==> config.mk <==
export PLATFORM = sky130hd
export DESIGN_NAME = mem_arbiter_fsm
export DESIGN_NICKNAME = d
export VERILOG_FILES = /design/src/rtl/mem_arbiter_fsm.sv
export SDC_FILE = /design/constraint.sdc
export NUM_CORES = 1
export LEC_CHECK = 0
export ABC_AREA = 1
export BUFFER_PORTS_ARGS = -buffer_cell sky130_fd_sc_hd__buf_2
export CAP_MARGIN = 20
export CORE_MARGIN = 5
export CORE_UTILIZATION = 39
export CTS_BUF_LIST = sky130_fd_sc_hd__clkbuf_8
export CTS_CLUSTER_DIAMETER = 30
export CTS_CLUSTER_SIZE = 28
export DETAILED_ROUTE_END_ITERATION = 8
export PLACE_DENSITY = 0.78
export RECOVER_POWER = 100
export SLEW_MARGIN = 15
export SYNTH_ARGS = -nofsm -noshare
export SYNTH_HDL_FRONTEND = slang
export SYNTH_SLANG_ARGS = --single-unit
==> constraint.sdc <==
create_clock -name clk -period 2 [get_ports clk]
set_clock_uncertainty 0.15 [all_clocks]
set_input_delay 0.3 -clock clk [delete_from_list [all_inputs] [get_ports clk]]
set_output_delay 0.3 -clock clk [all_outputs]
set_load 0.01 [all_outputs]
==> src/rtl/mem_arbiter_fsm.sv <==
// rtl/mem_arbiter_fsm.sv - fetch/data arbiter sequencing one transaction at a time onto a shared RAM port
module mem_arbiter_fsm #(
    parameter int ADDR_W     = 32,
    parameter int DATA_W     = 32,
    parameter int STARVE_LIM = 4
) (
    input  logic              clk,
    input  logic              nRst,
    input  logic              imemRen,
    input  logic [ADDR_W-1:0] imemaddr,
    input  logic              dmmRen,
    input  logic              dmmWen,
    input  logic [ADDR_W-1:0] dmmaddr,
    input  logic [DATA_W-1:0] dmmstore,
    input  logic              busy_o,
    input  logic [DATA_W-1:0] ramload,
    output logic              i_ready,
    output logic              d_ready,
    output logic [DATA_W-1:0] imemload,
    output logic [DATA_W-1:0] dmmload,
    output logic              Ren,
    output logic              Wen,
    output logic [ADDR_W-1:0] ramaddr,
    output logic [DATA_W-1:0] ramstore
);

    typedef enum logic [1:0] {
        IDLE = 2'd0,
        IACC = 2'd1,
        DACC = 2'd2,
        RESP = 2'd3
    } state_t;

    localparam logic [3:0] LIM = 4'(STARVE_LIM);

    state_t            state_q, state_d;
    logic              ren_q, ren_d;
    logic              wen_q, wen_d;
    logic              i_ready_q, i_ready_d;
    logic              d_ready_q, d_ready_d;
    logic              is_data_q, is_data_d;
    logic [3:0]        starve_q, starve_d;
    logic [ADDR_W-1:0] addr_q, addr_d;
    logic [DATA_W-1:0] store_q, store_d;
    logic [DATA_W-1:0] imemload_q, imemload_d;
    logic [DATA_W-1:0] dmmload_q, dmmload_d;

    logic data_pend;
    logic data_wins;

    assign data_pend = dmmRen | dmmWen;
    // Data normally wins; the starve counter hands fetch a turn once it reaches the limit.
    assign data_wins = data_pend && (!imemRen || (starve_q < LIM));

    always_comb begin
        state_d    = state_q;
        ren_d      = ren_q;
        wen_d      = wen_q;
        i_ready_d  = 1'b0;
        d_ready_d  = 1'b0;
        is_data_d  = is_data_q;
        starve_d   = starve_q;
        addr_d     = addr_q;
        store_d    = store_q;
        imemload_d = imemload_q;
        dmmload_d  = dmmload_q;

        case (state_q)
            IDLE: begin
                if (data_wins) begin
                    state_d   = DACC;
                    is_data_d = 1'b1;
                    addr_d    = dmmaddr;
                    store_d   = dmmWen ? dmmstore : '0;
                    wen_d     = dmmWen;
                    ren_d     = !dmmWen;
                    if (imemRen) begin
                        starve_d = (starve_q >= LIM) ? LIM : starve_q + 4'd1;
                    end else begin
                        starve_d = 4'd0;
                    end
                end else if (imemRen) begin
                    state_d   = IACC;
                    is_data_d = 1'b0;
                    addr_d    = imemaddr;
                    store_d   = '0;
                    wen_d     = 1'b0;
                    ren_d     = 1'b1;
                    starve_d  = 4'd0;
                end
            end
            IACC, DACC: begin
                if (!busy_o) begin
                    state_d = RESP;
                    ren_d   = 1'b0;
                    wen_d   = 1'b0;
                    if (is_data_q) begin
                        d_ready_d = 1'b1;
                        if (!wen_q) begin
                            dmmload_d = ramload;
                        end
                    end else begin
                        i_ready_d  = 1'b1;
                        imemload_d = ramload;
                    end
                end
            end
            // A request still held during its ready cycle must not be re-granted here.
            RESP: begin
                state_d = IDLE;
            end
            default: begin
                state_d = IDLE;
                ren_d   = 1'b0;
                wen_d   = 1'b0;
            end
        endcase
    end

    always_ff @(posedge clk or negedge nRst) begin
        if (!nRst) begin
            state_q    <= IDLE;
            ren_q      <= 1'b0;
            wen_q      <= 1'b0;
            i_ready_q  <= 1'b0;
            d_ready_q  <= 1'b0;
            is_data_q  <= 1'b0;
            starve_q   <= 4'd0;
            addr_q     <= '0;
            store_q    <= '0;
            imemload_q <= '0;
            dmmload_q  <= '0;
        end else begin
            state_q    <= state_d;
            ren_q      <= ren_d;
            wen_q      <= wen_d;
            i_ready_q  <= i_ready_d;
            d_ready_q  <= d_ready_d;
            is_data_q  <= is_data_d;
            starve_q   <= starve_d;
            addr_q     <= addr_d;
            store_q    <= store_d;
            imemload_q <= imemload_d;
            dmmload_q  <= dmmload_d;
        end
    end

    assign Ren      = ren_q;
    assign Wen      = wen_q;
    assign ramaddr  = addr_q;
    assign ramstore = store_q;
    assign i_ready  = i_ready_q;
    assign d_ready  = d_ready_q;
    assign imemload = imemload_q;
    assign dmmload  = dmmload_q;

endmodule

Word level (Yosys, flattened, before mapping)
Cells that the tools add are included.
- flip-flop bits (word level): 139
- output and inout bits: 132
- $add $sub $neg: 1
- $lt $le $gt $ge: 2
- equal/unequal tests: 5
- multiplexer cells: 27
- bitwise operators: 4
- reductions and logical operators: 13
- operators by type and width (kind ; count):
    $mux W32 ; 5
    $mux W4 ; 4
    $mux W1 ; 12
    $mux W2 ; 3
    $pmux W2 S3 ; 1
    $reduce_and A3 Y1 ; 2
    $add A4 B1 Y4 const B ; 1
    $eq A2 B2 Y1 const B ; 2
    $ge A4 B3 Y1 const B ; 1
    $lt A4 B3 Y1 const B ; 1
    $pmux W1 S2 ; 2
    $reduce_and A2 Y1 ; 2
    $reduce_and A4 Y1 ; 1
    $reduce_bool A2 Y1 ; 2
    $ne A3 B3 Y1 const B ; 1
    $not A1 Y1 ; 3
    $eq A2 B1 Y1 const B ; 1
    $logic_not A1 Y1 ; 2
    $logic_not A2 Y1 ; 1
    $ne A2 B2 Y1 const B ; 1
    $reduce_or A2 Y1 ; 1
    $logic_and A1 B1 Y1 ; 1
    $logic_or A1 B1 Y1 ; 1
    $or A1 B1 Y1 ; 1

Longest topological paths before layout
Gate-level depths: netlist (run 1).
- word-level depth: 5
- depth in mapped cells: 9
- mapped depth without buffers: 7

Worst setup path before layout (run 1)
No wires, ideal clock.
- path kind: register to register
- from: reg state_q[0]
- to: reg dmmload_q[10], in the netlist dmmload[10]
- data arrival time: 1.386 ns
- data required time: 1.729 ns
- setup slack: 0.343 ns
- cell stages (with the launch flop): 9
- path buffers: 1
- cell sequence: dfrtp_1 inv_1 ha_1 inv_2 nor3b_4 nand2_4 buf_2 nand2_1 o21ai_1
- cells in the longest elaborated chain, start to end: 3
- elaborated cells between the ends (all ways): 4
- RTL lines (item ; line ; source):
    from (decl) ; 36 ; state_t state_q, state_d;
    from (signal assigned) ; 134 ; state_q <= state_d;
    $eq A2 B1 Y1 or $eq A2 B2 Y1 (tied branches) ; 68 ; case (state_q)
    $reduce_or A2 Y1 (*) ; 68 ;
    $reduce_and A4 Y1 (no source line) (*) ; -- ;
    to (signal assigned) ; 144 ; dmmload_q <= dmmload_d;
    to (decl) ; 46 ; logic [DATA_W-1:0] dmmload_q, dmmload_d;
Every way passes the cells marked *; elsewhere a longest branch is shown, timed or not.
A chain may end at the register's enable or synchronous reset.

Final worst setup path (run 1)
- from: reg state_q[0]
- to: reg dmmload_q[13], in the netlist dmmload[13]
The elaborated chain is that of the path after synthesis.

==> metrics.md, run 1 <==
| Metric | Value |
|---|---|
| Critical path arrival | about 2.0 ns |
| PwrDens | between 1000 and 1500 nW/µm² |
| Max frequency | between 500 and 600 MHz |
| Nets | between 1000 and 1500 |
| Critical Path RT | approximately 2.2 ns |
| 1st-iter DRT viols | 311 |
| # IOs | about 270 |
| Fin area | between 8000 and 9000 µm² |
| WL final | 18680 µm |
| Kind of cell adding the most delay to the critical path | simple AND/OR/NAND/NOR gates |
| Ys Warns | 0 |
| Post-DR vias/cell | approximately 4.7 |
| Commonest non-fill, non-tap cells in the layout | nand2_1 (249), dfrtp_1 (139), buf_2 (134) |
| Hold Crit Class | in -> reg |
| Max_slew headroom | about 31% |
| Critical Path Sink Type | register |
| Worst Path Max Fanout | between 60 and 70 |
| Clk slew on worst S/H paths | approximately 0.08 ns |
| Die Y | between 100 and 150 µm |
| CTS tree | yes |
| Post-route ant nets | 0 |
| Area of the mapped netlist | 6102 µm² |
| # hold bufs at CTS | 91 |
| Yosys cell types | 23 |
| Commonest non-fill, non-tap cell in the layout | nand2_1 |
| Initial core utilization | between 30% and 40% |
| Max-slew violation count | 0 |
| CTS sink cnt | 139 |
| GRT Total Usage | 20.25% |
| Post-cts resize count | 0 |
| Crit start category | register |
| Htree depth | 4 |
| Cell row count | 45 |
| Die W | 135.1 µm |
| Largest net degree at the start of global routing | between 60 and 70 |
| #FFs+latches synth | about 140 |
| Post-place instance area | 7624 µm² |
| Minimum clock period | around 1.9 ns |
| Core area | ~15000 µm² |
| Synth area leader | dfrtp_1 |
| Initial antenna violation count | 2 |
| Syn Inst Count | roughly 720 |
| Synth-to-Final Area Change | 42.49% |
| CP peak stage delay | approximately 0.38 ns |
| Critical path type | reg -> reg |
| Internal power | slightly below 7000 µW |
| Final Cycle Share | about 93% |
| Vias in the first global route | 6100 |
| Logic gate share of total power | between 40% and 50% |
| Synthesized area per cell | 8.440 µm² |
| CTS Root Cell | clkbuf_8 |
| Final Hold Viols | 0 |
| Clock Power Share | roughly 18% |
| TritonCTS Buffers | 17 |
| Register area share after synthesis | 57.00% |
| Synth top area cells | dfrtp_1 (57%), nand2_1 (15%), inv_1 (6.5%) |
| Placer Congestion | approximately 0.80 |
| Die Area | between 15000 and 20000 µm² |
| Worst path bufs/invs | 3 |
| Post-detail-place hpwl | approximately 12000 µm |
| Share of cells above drive strength 1 | between 10% and 20% |
| Power share of the sequential group | between 40% and 50% |
| First-pass GRT wire length | slightly below 30000 µm |
| Clk_lat worst skew | about 0.42 ns |
| Share of Yosys cell area claimed by the top area cell type | a little under three fifths |
| Setup Buffers After CTS | 0 |
| Slowest CP cell | ha_1 |
| I/O Buffers | roughly 270 |
| Synth Net Count | 860 |
| Worst Max-Slew Pin Slew | slightly above 1 ns |
| Drt first pass iters | 5 |
| Leakage | 0.004673 µW |
| RSZ-0062 raised after global routing | false |
| Status | finished clean |
| Switch share | a little over 40% |
| Number of vias in the routed layout | approximately 6100 |
| VDD IR max | between 0.5 and 0.6 mV |
| Max cap viols | 0 |
| Psw | roughly 4800 µW |
| Final setup violation count | 0 |
| Critical-path cell list | inv_1, ha_1, inv_2, nor3b_4, nand2_4, buf_8, nand2_1, o21ai_0 |
| Remaining Overflow, GRT | 0 |
| Final setup TNS | 0 ns |
| Max Root-Sink Buffers | 2 |
| WL/cell | 14.45 µm |
| Drt drc | 0 |
==> power groups by stage <==
stage	logic [µW]	registers, µW	clock network (µW)
final	4660	4770	2080
after global routing	5230	4900	2280
after CTS	5050	4720	2140
after detailed placement	4920	4740	0
after global placement	4770	4730	0
after floorplan	2350	5270	0
==> layout make-up <==
type	instances	area [µm²]
Fill cell	1415	6564
Multi-Input combinational cell	432	1951
Timing Repair Buffer	369	2226
Tap cell	211	264.0
Clock buffer	19	261.5
Antenna cell	3	7.507
Sequential cell	139	3478
Clock inverter	12	101.3
Inverter	108	405.4
==> layer usage <==
metal  track usage, %  wire length, µm  up-vias
met5                0                7        -
met4            11.48              917        2
met3            5.626             1101       71
met2            34.18             9488      265
met1            23.07             7163     2787
li1                 -                -     2941
==> synthesized netlist by cell type <==
master and number:
a21oi_1 1, a21oi_4 1, buf_1 2, buf_2 23, buf_4 9, buf_6 5
clkbuf_1 5, dfrtp_1 139, ha_1 3, inv_1 105, inv_2 3, nand2_1 248
nand2_2 1, nand2_4 1, nand3_1 66, nand3b_1 1, nand4_1 33, nor2_1 5
nor2_4 1, nor3b_4 1, o21a_1 1, o21ai_0 37, o21ai_1 32
==> state kept, by name, indices dropped and copies added (netlist names) <==
name	count
d_ready	1
ramstore	32
dmmload	32
is_data_q	1
Ren	1
Wen	1
state_q	2
i_ready	1
ramaddr	32
imemload	32
starve_q	4
==> tightest hold or removal path, delay by kind of cell <==
kind	cells	cell delay (ns)
and+or+nand+nor	3	0.18
buffers and inverters	2	0.10
==> stage by stage <==
| stage | setup slack, ns | power, µW | hold WS, ns | std cells | util (%) |
|---|---|---|---|---|---|
| 2_1_floorplan | 0.3433 | 7622 | -0.1456 | 723 | - |
| 3_3_place_gp | 0.2094 | 9504 | 0.01187 | 1168 | 49.96 |
| 3_5_place_dp | 0.1660 | 9655 | 0.01172 | 1168 | 49.96 |
| 4_1_cts | 0.1514 | 11910 | 0.001191 | 1290 | 58.31 |
| 5_1_grt | 0.02823 | 12420 | 0.02113 | 1291 | 56.95 |
| 6_report | 0.1395 | 11500 | 0.04423 | 1293 | 56.98 |
==> logic make-up after synthesis <==
logic type	after synthesis	share of synthesized area, %
adders and majority gates	3	0.6152
DFF	139	57.00
AOI/OAI and AO/OA	72	6.131
buffers and inverters	152	10.99
and+or+nand+nor	357	25.26
==> path summary, 6_finish.rpt <==
kind | start | endpoint | slack [ns] | cells after the start
worst min register to register | ramaddr[2] | ramaddr[2] | 0.33 | 2
worst min-delay path | dmmaddr[23] | ramaddr[23] | 0.04 | 5
max in group asynchronous | nRst | ramstore[17] | 0.33 | 3
worst max-delay path | state_q[0] | dmmload[13] | 0.14 | 8
min in group asynchronous | nRst | dmmload[20] | 0.11 | 2
worst max register to register | state_q[0] | dmmload[13] | 0.14 | 8
Note: power is estimated with default switching activity, not from simulation.
==> run 2, diff against run 1 <==
--- a/config.mk
+++ b/config.mk
@@ -9,12 +9,12 @@
 export BUFFER_PORTS_ARGS = -buffer_cell sky130_fd_sc_hd__buf_2
 export CAP_MARGIN = 20
 export CORE_MARGIN = 5
-export CORE_UTILIZATION = 39
+export CORE_UTILIZATION = 49
 export CTS_BUF_LIST = sky130_fd_sc_hd__clkbuf_8
 export CTS_CLUSTER_DIAMETER = 30
 export CTS_CLUSTER_SIZE = 28
 export DETAILED_ROUTE_END_ITERATION = 8
-export PLACE_DENSITY = 0.78
+export PLACE_DENSITY = 0.92
 export RECOVER_POWER = 100
 export SLEW_MARGIN = 15
 export SYNTH_ARGS = -nofsm -noshare
==> run 2 against run 1 <==
Against the previous run:
- combinational power grew 2%
- sequential share of layout area is 0.38 points higher
- via count is 4.2% higher
- maximum frequency decreased by 0.83%
- die area shrank 19%
- sequential power is 0.8% higher
- design area fell by 0.94%
- global-route usage grew 7.3 points
- clock power increased by 9.6%
- count of clock-buffer cells in the layout increased by 2
- utilization rose by 14 points
- critical path type unchanged
- largest power group unchanged
==> metrics.md, run 2 (synthesis results as in run 1) <==
| Metric | Value |
|---|---|
| Status | finished clean (unchanged) |
| I/O Buffers | 265 (unchanged) |
| PwrDens | 1374 nW/µm² (was 1323 nW/µm²) |
| WL final | 20460 µm (was 18680 µm) |
| Worst setup margin | 0.1239 ns (was 0.1395 ns) |
| Max_slew headroom | 21.14% (was 31.28%) |
| Largest net degree at the start of global routing | 67 (was 66) |
| Die W | 121.6 µm (was 135.1 µm) |
| CTS sink cnt | 139 (unchanged) |
| # IOs | 266 (unchanged) |
| Drt first pass iters | 5 (unchanged) |
| 1st-iter DRT viols | 566 (was 311) |
| Htree depth | 4 (unchanged) |
| Max cap viols | 0 (unchanged) |
| Placed Cells | 1127 (was 1168) |
| CP peak stage delay | 0.36 ns (was 0.38 ns) |
| Max frequency | 533.0 MHz (was 537.5 MHz) |
| CTS tree | yes (unchanged) |
| Final setup violation count | 0 (unchanged) |
| RSZ-0062 raised after global routing | false (unchanged) |
| Number of vias in the routed layout | 6318 (was 6066) |
| Commonest non-fill, non-tap cell in the layout | nand2_1 (unchanged) |
| Critical path arrival | 2.04 ns (was 2.01 ns) |
| Core area | 12110 µm² (was 15260 µm²) |
| Initial antenna violation count | 1 (was 2) |
| Post-DR vias/cell | 5.079 (was 4.691) |
| GRT Total Usage | 27.57% (was 20.25%) |
| Post-route ant nets | 0 (unchanged) |
| Cell row count | 40 (was 45) |
| Worst Reg2Reg Path Length in Cells | 8 (unchanged) |
| Critical Path RT | 2.16 ns (was 2.15 ns) |
| WL/cell | 16.45 µm (was 14.45 µm) |
| Post-detail-place hpwl | 12000 µm (was 12240 µm) |
| Leakage | 0.004676 µW (was 0.004673 µW) |
| Clk slew on worst S/H paths | 0.07 ns (was 0.08 ns) |
| Vias in the first global route | 6241 (was 6100) |
| Critical-path cell list | inv_1, ha_2, inv_2, nor3b_4, nand2_4, buf_12, nand2_1, o21ai_1 (was inv_1, ha_1, inv_2, nor3b_4, nand2_4, buf_8, nand2_1, o21ai_0) |
| VDD IR max | 0.7180 mV (was 0.5281 mV) |
| Cell Count, Final, Fillers Out | 1244 (was 1293) |
| Worst Max-Slew Pin Slew | 1.183 ns (was 1.031 ns) |
| CTS Root Cell | clkbuf_8 (unchanged) |
| Slowest CP cell | ha_2 (was ha_1) |
| Minimum clock period | 1.876 ns (was 1.860 ns) |
| Synth-to-Final Area Change | 41.15% (was 42.49%) |
| First-pass GRT wire length | 31680 µm (was 29560 µm) |
| Max-slew violation count | 0 (unchanged) |
| Final design utilization | 71.12% (was 56.98%) |
| Final Cycle Share | 93.80% (was 93.02%) |
| Die Area | 14790 µm² (was 18250 µm²) |
| Placer Congestion | 0.8687 (was 0.8000) |
| Kind of cell adding the most delay to the critical path | simple AND/OR/NAND/NOR gates (unchanged) |
| Stages on the worst setup path | 8 (unchanged) |
| TritonCTS Buffers | 17 (unchanged) |
| Worst slack, placed | 0.07933 ns (was 0.1660 ns) |
| Initial core utilization | 50.38% (was 39.99%) |
| Worst path bufs/invs | 3 (unchanged) |
| Hold path cells | 5 (unchanged) |
| Final setup TNS | 0 ns (unchanged) |
| Worst Path Max Fanout | 48 (was 64) |
| Critical Path Sink Type | register (unchanged) |
| Max Root-Sink Buffers | 2 (unchanged) |
| Commonest non-fill, non-tap cells in the layout | nand2_1 (247), dfrtp_1 (139), buf_2 (133) (was nand2_1 (249), dfrtp_1 (139), buf_2 (134)) |
| Nets | 1198 (was 1204) |
| Critical path type | reg -> reg (unchanged) |
| Clk_lat worst skew | 0.43 ns (was 0.42 ns) |
| Die Y | 121.6 µm (was 135.1 µm) |
| Remaining Overflow, GRT | 0 (unchanged) |
| Crit start category | register (unchanged) |
| Share of cells above drive strength 1 | 17.60% (was 16.96%) |
| Final Hold Viols | 0 (unchanged) |
| Drt drc | 0 (unchanged) |
| Hold Crit Class | in -> reg (unchanged) |
==> run 2: cell types whose count changed in the layout (fill, tap and decap cells not counted), moves of 2 or more <==
| cell | before | now |
|---|---|---|
| nand2_2 | 0 | 2 |
| clkinvlp_4 | 7 | 4 |
| dlygate4sd3_1 | 91 | 83 |
| clkbuf_2 | 1 | 3 |
| clkbuf_8 | 19 | 21 |
| buf_6 | 1 | 3 |
| nand2_1 | 249 | 247 |
==> run 2: routing by layer <==
| layer | wire [µm] | up-vias | global-route usage (%) | part of all wire [%] |
|---|---|---|---|---|
| met5 | 0 | - | 0 | 0 |
| met4 | 1068 | 0 | 15.27 | 5.2 |
| met3 | 1444 | 97 | 7.149 | 7.1 |
| met2 | 10500 | 345 | 47.88 | 51 |
| met1 | 7450 | 2952 | 30.85 | 36 |
| li1 | - | 2924 | - | - |
==> run 2: final cells by class <==
class                   count  area [µm²]
well taps                 168       210.2
clock buffers              21       289.0
diodes                      2       5.005
multi-input cells         432        1962
flip-flops and latches    139        3478
inverters                 108       405.4
clock inverters            11       117.6
fillers                   943        3498
repair buffers            363        2146
==> run 2: worst min-delay path, delay by kind of cell <==
family	cells	cell delay, ns
and+or+nand+nor	3	0.16
buffers and inverters	2	0.11
==> run 2: power breakdown <==
part	internal, µW	switching [µW]
combinational	1620	3120
sequential	4060	745
clock	1230	1050
==> run 2: repair_timing <==
action	in CTS	in global routing
gates resized for setup	0	2
buffers inserted	0	0
hold buffers	83	0
endpoints found under the hold margin	153	0
endpoints found under the setup margin	0	15
==> run 2: worst paths after layout <==
check                                 start     endpoint  slack, ns
worst max register to register   state_q[0]  dmmload[12]       0.12
min in group asynchronous              nRst  ramstore[0]       0.49
worst min register to register   ramaddr[0]   ramaddr[0]       0.33
max in group asynchronous              nRst   dmmload[9]       0.25
worst max-delay path             state_q[0]  dmmload[12]       0.12
worst min-delay path            imemaddr[2]   ramaddr[2]       0.03
==> run 2: per-stage QoR <==
stage	hold WS, ns	area [µm²]	power, µW
2_1_floorplan	-0.1456	6102	7622
3_3_place_gp	0.1194	7572	9421
3_5_place_dp	0.1183	7572	9620
4_1_cts	0.002632	8810	12080
5_1_grt	0.01197	8611	12650
6_report	0.02911	8613	11830
==> run 3, diff against run 2 <==
--- a/config.mk
+++ b/config.mk
@@ -8,13 +8,13 @@
 export ABC_AREA = 1
 export BUFFER_PORTS_ARGS = -buffer_cell sky130_fd_sc_hd__buf_2
 export CAP_MARGIN = 20
-export CORE_MARGIN = 5
+export CORE_MARGIN = 2
 export CORE_UTILIZATION = 49
 export CTS_BUF_LIST = sky130_fd_sc_hd__clkbuf_8
 export CTS_CLUSTER_DIAMETER = 30
 export CTS_CLUSTER_SIZE = 28
 export DETAILED_ROUTE_END_ITERATION = 8
-export PLACE_DENSITY = 0.92
+export PLACE_DENSITY = 0.85
 export RECOVER_POWER = 100
 export SLEW_MARGIN = 15
 export SYNTH_ARGS = -nofsm -noshare
==> run 3 against run 2 <==
Against the previous run:
- largest power group unchanged
- count of clock-buffer cells in the layout down 1
- critical path depth is the same
- combinational power hardly changed
- utilization rose by 1.6 points
- sequential power about the same
- largest cell class unchanged
==> metrics.md, run 3 (synthesis results as in run 1) <==
| Metric | Value |
|---|---|
| Status | finished clean (unchanged) |
| TritonCTS Buffers | 17 (unchanged) |
| Final setup TNS | 0 ns (unchanged) |
| Die Area | 13360 µm² (was 14790 µm²) |
| Psw | 4879 µW (was 4911 µW) |
| Minimum clock period | 1.835 ns (was 1.876 ns) |
| CTS tree | yes (unchanged) |
| Final setup violation count | 0 (unchanged) |
| Drt first pass iters | 8 (was 5) |
| GR Util met1 | 33.17% (was 30.85%) |
| Met3 global-route usage | 6.119% (was 7.149%) |
| Kind of cell adding the most delay to the critical path | buffers and inverters (was simple AND/OR/NAND/NOR gates) |
| Crit start category | register (unchanged) |
| RSZ-0062 raised after global routing | false (unchanged) |
| Final Hold Viols | 0 (unchanged) |
| Slowest CP cell | dfrtp_1 (was ha_2) |
| Reg-to-reg startpoint | state_q[0] (unchanged) |
| Met2 Track Usage GR | 50.49% (was 47.88%) |
| Max frequency | 545.0 MHz (was 533.0 MHz) |
| Vias in the first global route | 6240 (was 6241) |
| Post-route ant nets | 0 (unchanged) |
| Critical path arrival | 2.07 ns (was 2.04 ns) |
| Power share of the sequential group | 40.2% (was 40.6%) |
| Final Cycle Share | 91.74% (was 93.80%) |
| Worst Reg2Reg Path Length in Cells | 8 (unchanged) |
| Htree depth | 4 (unchanged) |
| Max Root-Sink Buffers | 2 (unchanged) |
| Fillers | 941 (was 943) |
| Worst setup margin | 0.1652 ns (was 0.1239 ns) |
| Switch share | 40.89% (was 41.51%) |
| Worst Path Max Fanout | 48 (unchanged) |
| Worst Max-Slew Pin Slew | 0.9184 ns (was 1.183 ns) |
| Final design utilization | 72.73% (was 71.12%) |
| VDD IR max | 0.5965 mV (was 0.7180 mV) |
| WL/cell | 15.25 µm (was 16.45 µm) |
| Critical-path cell list | inv_1, ha_1, inv_1, a21oi_4, inv_2, buf_12, nand2_1, nand2_1 (was inv_1, ha_2, inv_2, nor3b_4, nand2_4, buf_12, nand2_1, o21ai_1) |
| Nets | 1208 (was 1198) |
| Commonest non-fill, non-tap cells in the layout | nand2_1 (247), dfrtp_1 (139), clkbuf_1 (133) (was nand2_1 (247), dfrtp_1 (139), buf_2 (133)) |
| Hold path cells | 5 (unchanged) |
| 1st-iter DRT viols | 702 (was 566) |
| Post-cts resize count | 0 (unchanged) |
| Die Y | 115.6 µm (was 121.6 µm) |
| Initial core utilization | 50.59% (was 50.38%) |
| Design Power | 11930 µW (was 11830 µW) |
| CP peak stage delay | 0.35 ns (was 0.36 ns) |
| CTS Root Cell | clkbuf_8 (unchanged) |
| Drt drc | 0 (unchanged) |
| Clock Power Share | 20.0% (was 19.3%) |
| Multi-input gate area | 1956 µm² (was 1962 µm²) |
| R2R setup slack | 0.17 ns (was 0.12 ns) |
| Critical path type | reg -> reg (unchanged) |
| Critical Path RT | 2.23 ns (was 2.16 ns) |
| I/O Buffers | 265 (unchanged) |
| Worst hold slack | 0.02184 ns (was 0.02911 ns) |
| # hold bufs at CTS | 96 (was 83) |
| Cell row count | 40 (unchanged) |
| WL final | 19110 µm (was 20460 µm) |
| Worst slack, placed | 0.2083 ns (was 0.07933 ns) |
| Clk_lat worst skew | 0.44 ns (was 0.43 ns) |
| Post-DR vias/cell | 5.011 (was 5.079) |
| Clk slew on worst S/H paths | 0.08 ns (was 0.07 ns) |
| CTS sink cnt | 139 (unchanged) |
| Largest net degree at the start of global routing | 67 (unchanged) |
| Share of cells above drive strength 1 | 16.90% (was 17.60%) |
| Leakage | 0.004739 µW (was 0.004676 µW) |
| Max-slew violation count | 0 (unchanged) |
| Placer Congestion | 0.7947 (was 0.8687) |
| First-pass GRT wire length | 30030 µm (was 31680 µm) |
| Die W | 115.6 µm (was 121.6 µm) |
| Remaining Overflow, GRT | 0 (unchanged) |
| Reg2reg end | ramstore[0] (was dmmload[12]) |
| Core area | 12060 µm² (was 12110 µm²) |
| GRT Total Usage | 29.08% (was 27.57%) |
| Post-detail-place hpwl | 11010 µm (was 12000 µm) |
| Worst path bufs/invs | 4 (was 3) |
| Hold Crit Class | in -> reg (unchanged) |
| # IOs | 266 (unchanged) |
| Commonest non-fill, non-tap cell in the layout | nand2_1 (unchanged) |
| Max_slew headroom | 38.77% (was 21.14%) |
| Logic gate share of total power | 39.8% (was 40.1%) |
| Number of vias in the routed layout | 6279 (was 6318) |
| Initial antenna violation count | 1 (unchanged) |
| Hold Startpoint | imemaddr[8] (was imemaddr[2]) |
| Internal power | 7053 µW (was 6922 µW) |
| Reg area | 3478 µm² (unchanged) |
| Setup Buffers After CTS | 0 (unchanged) |
| PwrDens | 1360 nW/µm² (was 1374 nW/µm²) |
| Critical Path Sink Type | register (unchanged) |
| Max cap viols | 0 (unchanged) |
| GR peak layer | met2 (unchanged) |
| Hold endpoint | ramaddr[8] (was ramaddr[2]) |
| Synth-to-Final Area Change | 43.76% (was 41.15%) |
[run 3: changes by cell type in the layout (fill, tap and decap cells not counted), sizes merged]
| cell | change |
|---|---|
| bufinv | +1 |
| clkbuf | -3 |
| buf | -1 |
| dlygate4sd3 | +13 |
| clkinvlp | -1 |
[run 3: worst max-delay path by stage]
stage | start | endpoint | slack (ns) | cells past startpoint
floorplan | state_q[0] | dmmload[10] | 0.34 | 8
global placement | state_q[0] | ramstore[6] | 0.28 | 8
detailed placement | state_q[1] | dmmload[1] | 0.21 | 8
CTS | state_q[1] | dmmload[1] | 0.19 | 8
global route | state_q[0] | ramstore[0] | 0.04 | 8
finish | state_q[0] | ramstore[0] | 0.17 | 8
[run 3: worst min-delay path, cell delays in order]
cell	delay (ns)
buf_2	0.08
inv_1	0.03
nand2_1	0.05
nand3_1	0.06
nand2_1	0.05
[run 3: area by class of cell]
class | instances | share of cell area (%)
Sequential cell | 139 | 39.65
Timing Repair Buffer | 373 | 26.20
Multi-Input combinational cell | 432 | 22.29
Antenna cell | 2 | 0.05705
Clock buffer | 20 | 3.138
Inverter | 108 | 4.621
Tap cell | 168 | 2.396
Clock inverter | 11 | 1.640
[run 3: metal layers]
| layer | wire length, µm | vias up |
|---|---|---|
| li1 | - | 2949 |
| met1 | 7123 | 2907 |
| met2 | 9851 | 335 |
| met3 | 1205 | 88 |
| met4 | 930 | 0 |
| met5 | 0 | - |
[run 3: per-stage QoR]
| step | cell area, µm² | instances |
|---|---|---|
| global route | 8770 | 1252 |
| detailed placement | 7562 | 1124 |
| global placement | 7562 | 1124 |
| floorplan | 6102 | 723 |
| CTS | 8942 | 1251 |
| finish | 8772 | 1253 |
[run 3: power groups by stage]
stage                     combinational [µW]  sequential (µW)  clock (µW)
after global placement                  4700             4700           0
final                                   4750             4790        2390
after CTS                               5020             4710        2420
after detailed placement                4880             4720           0
after floorplan                         2350             5270           0
after global routing                    5320             4910        2550
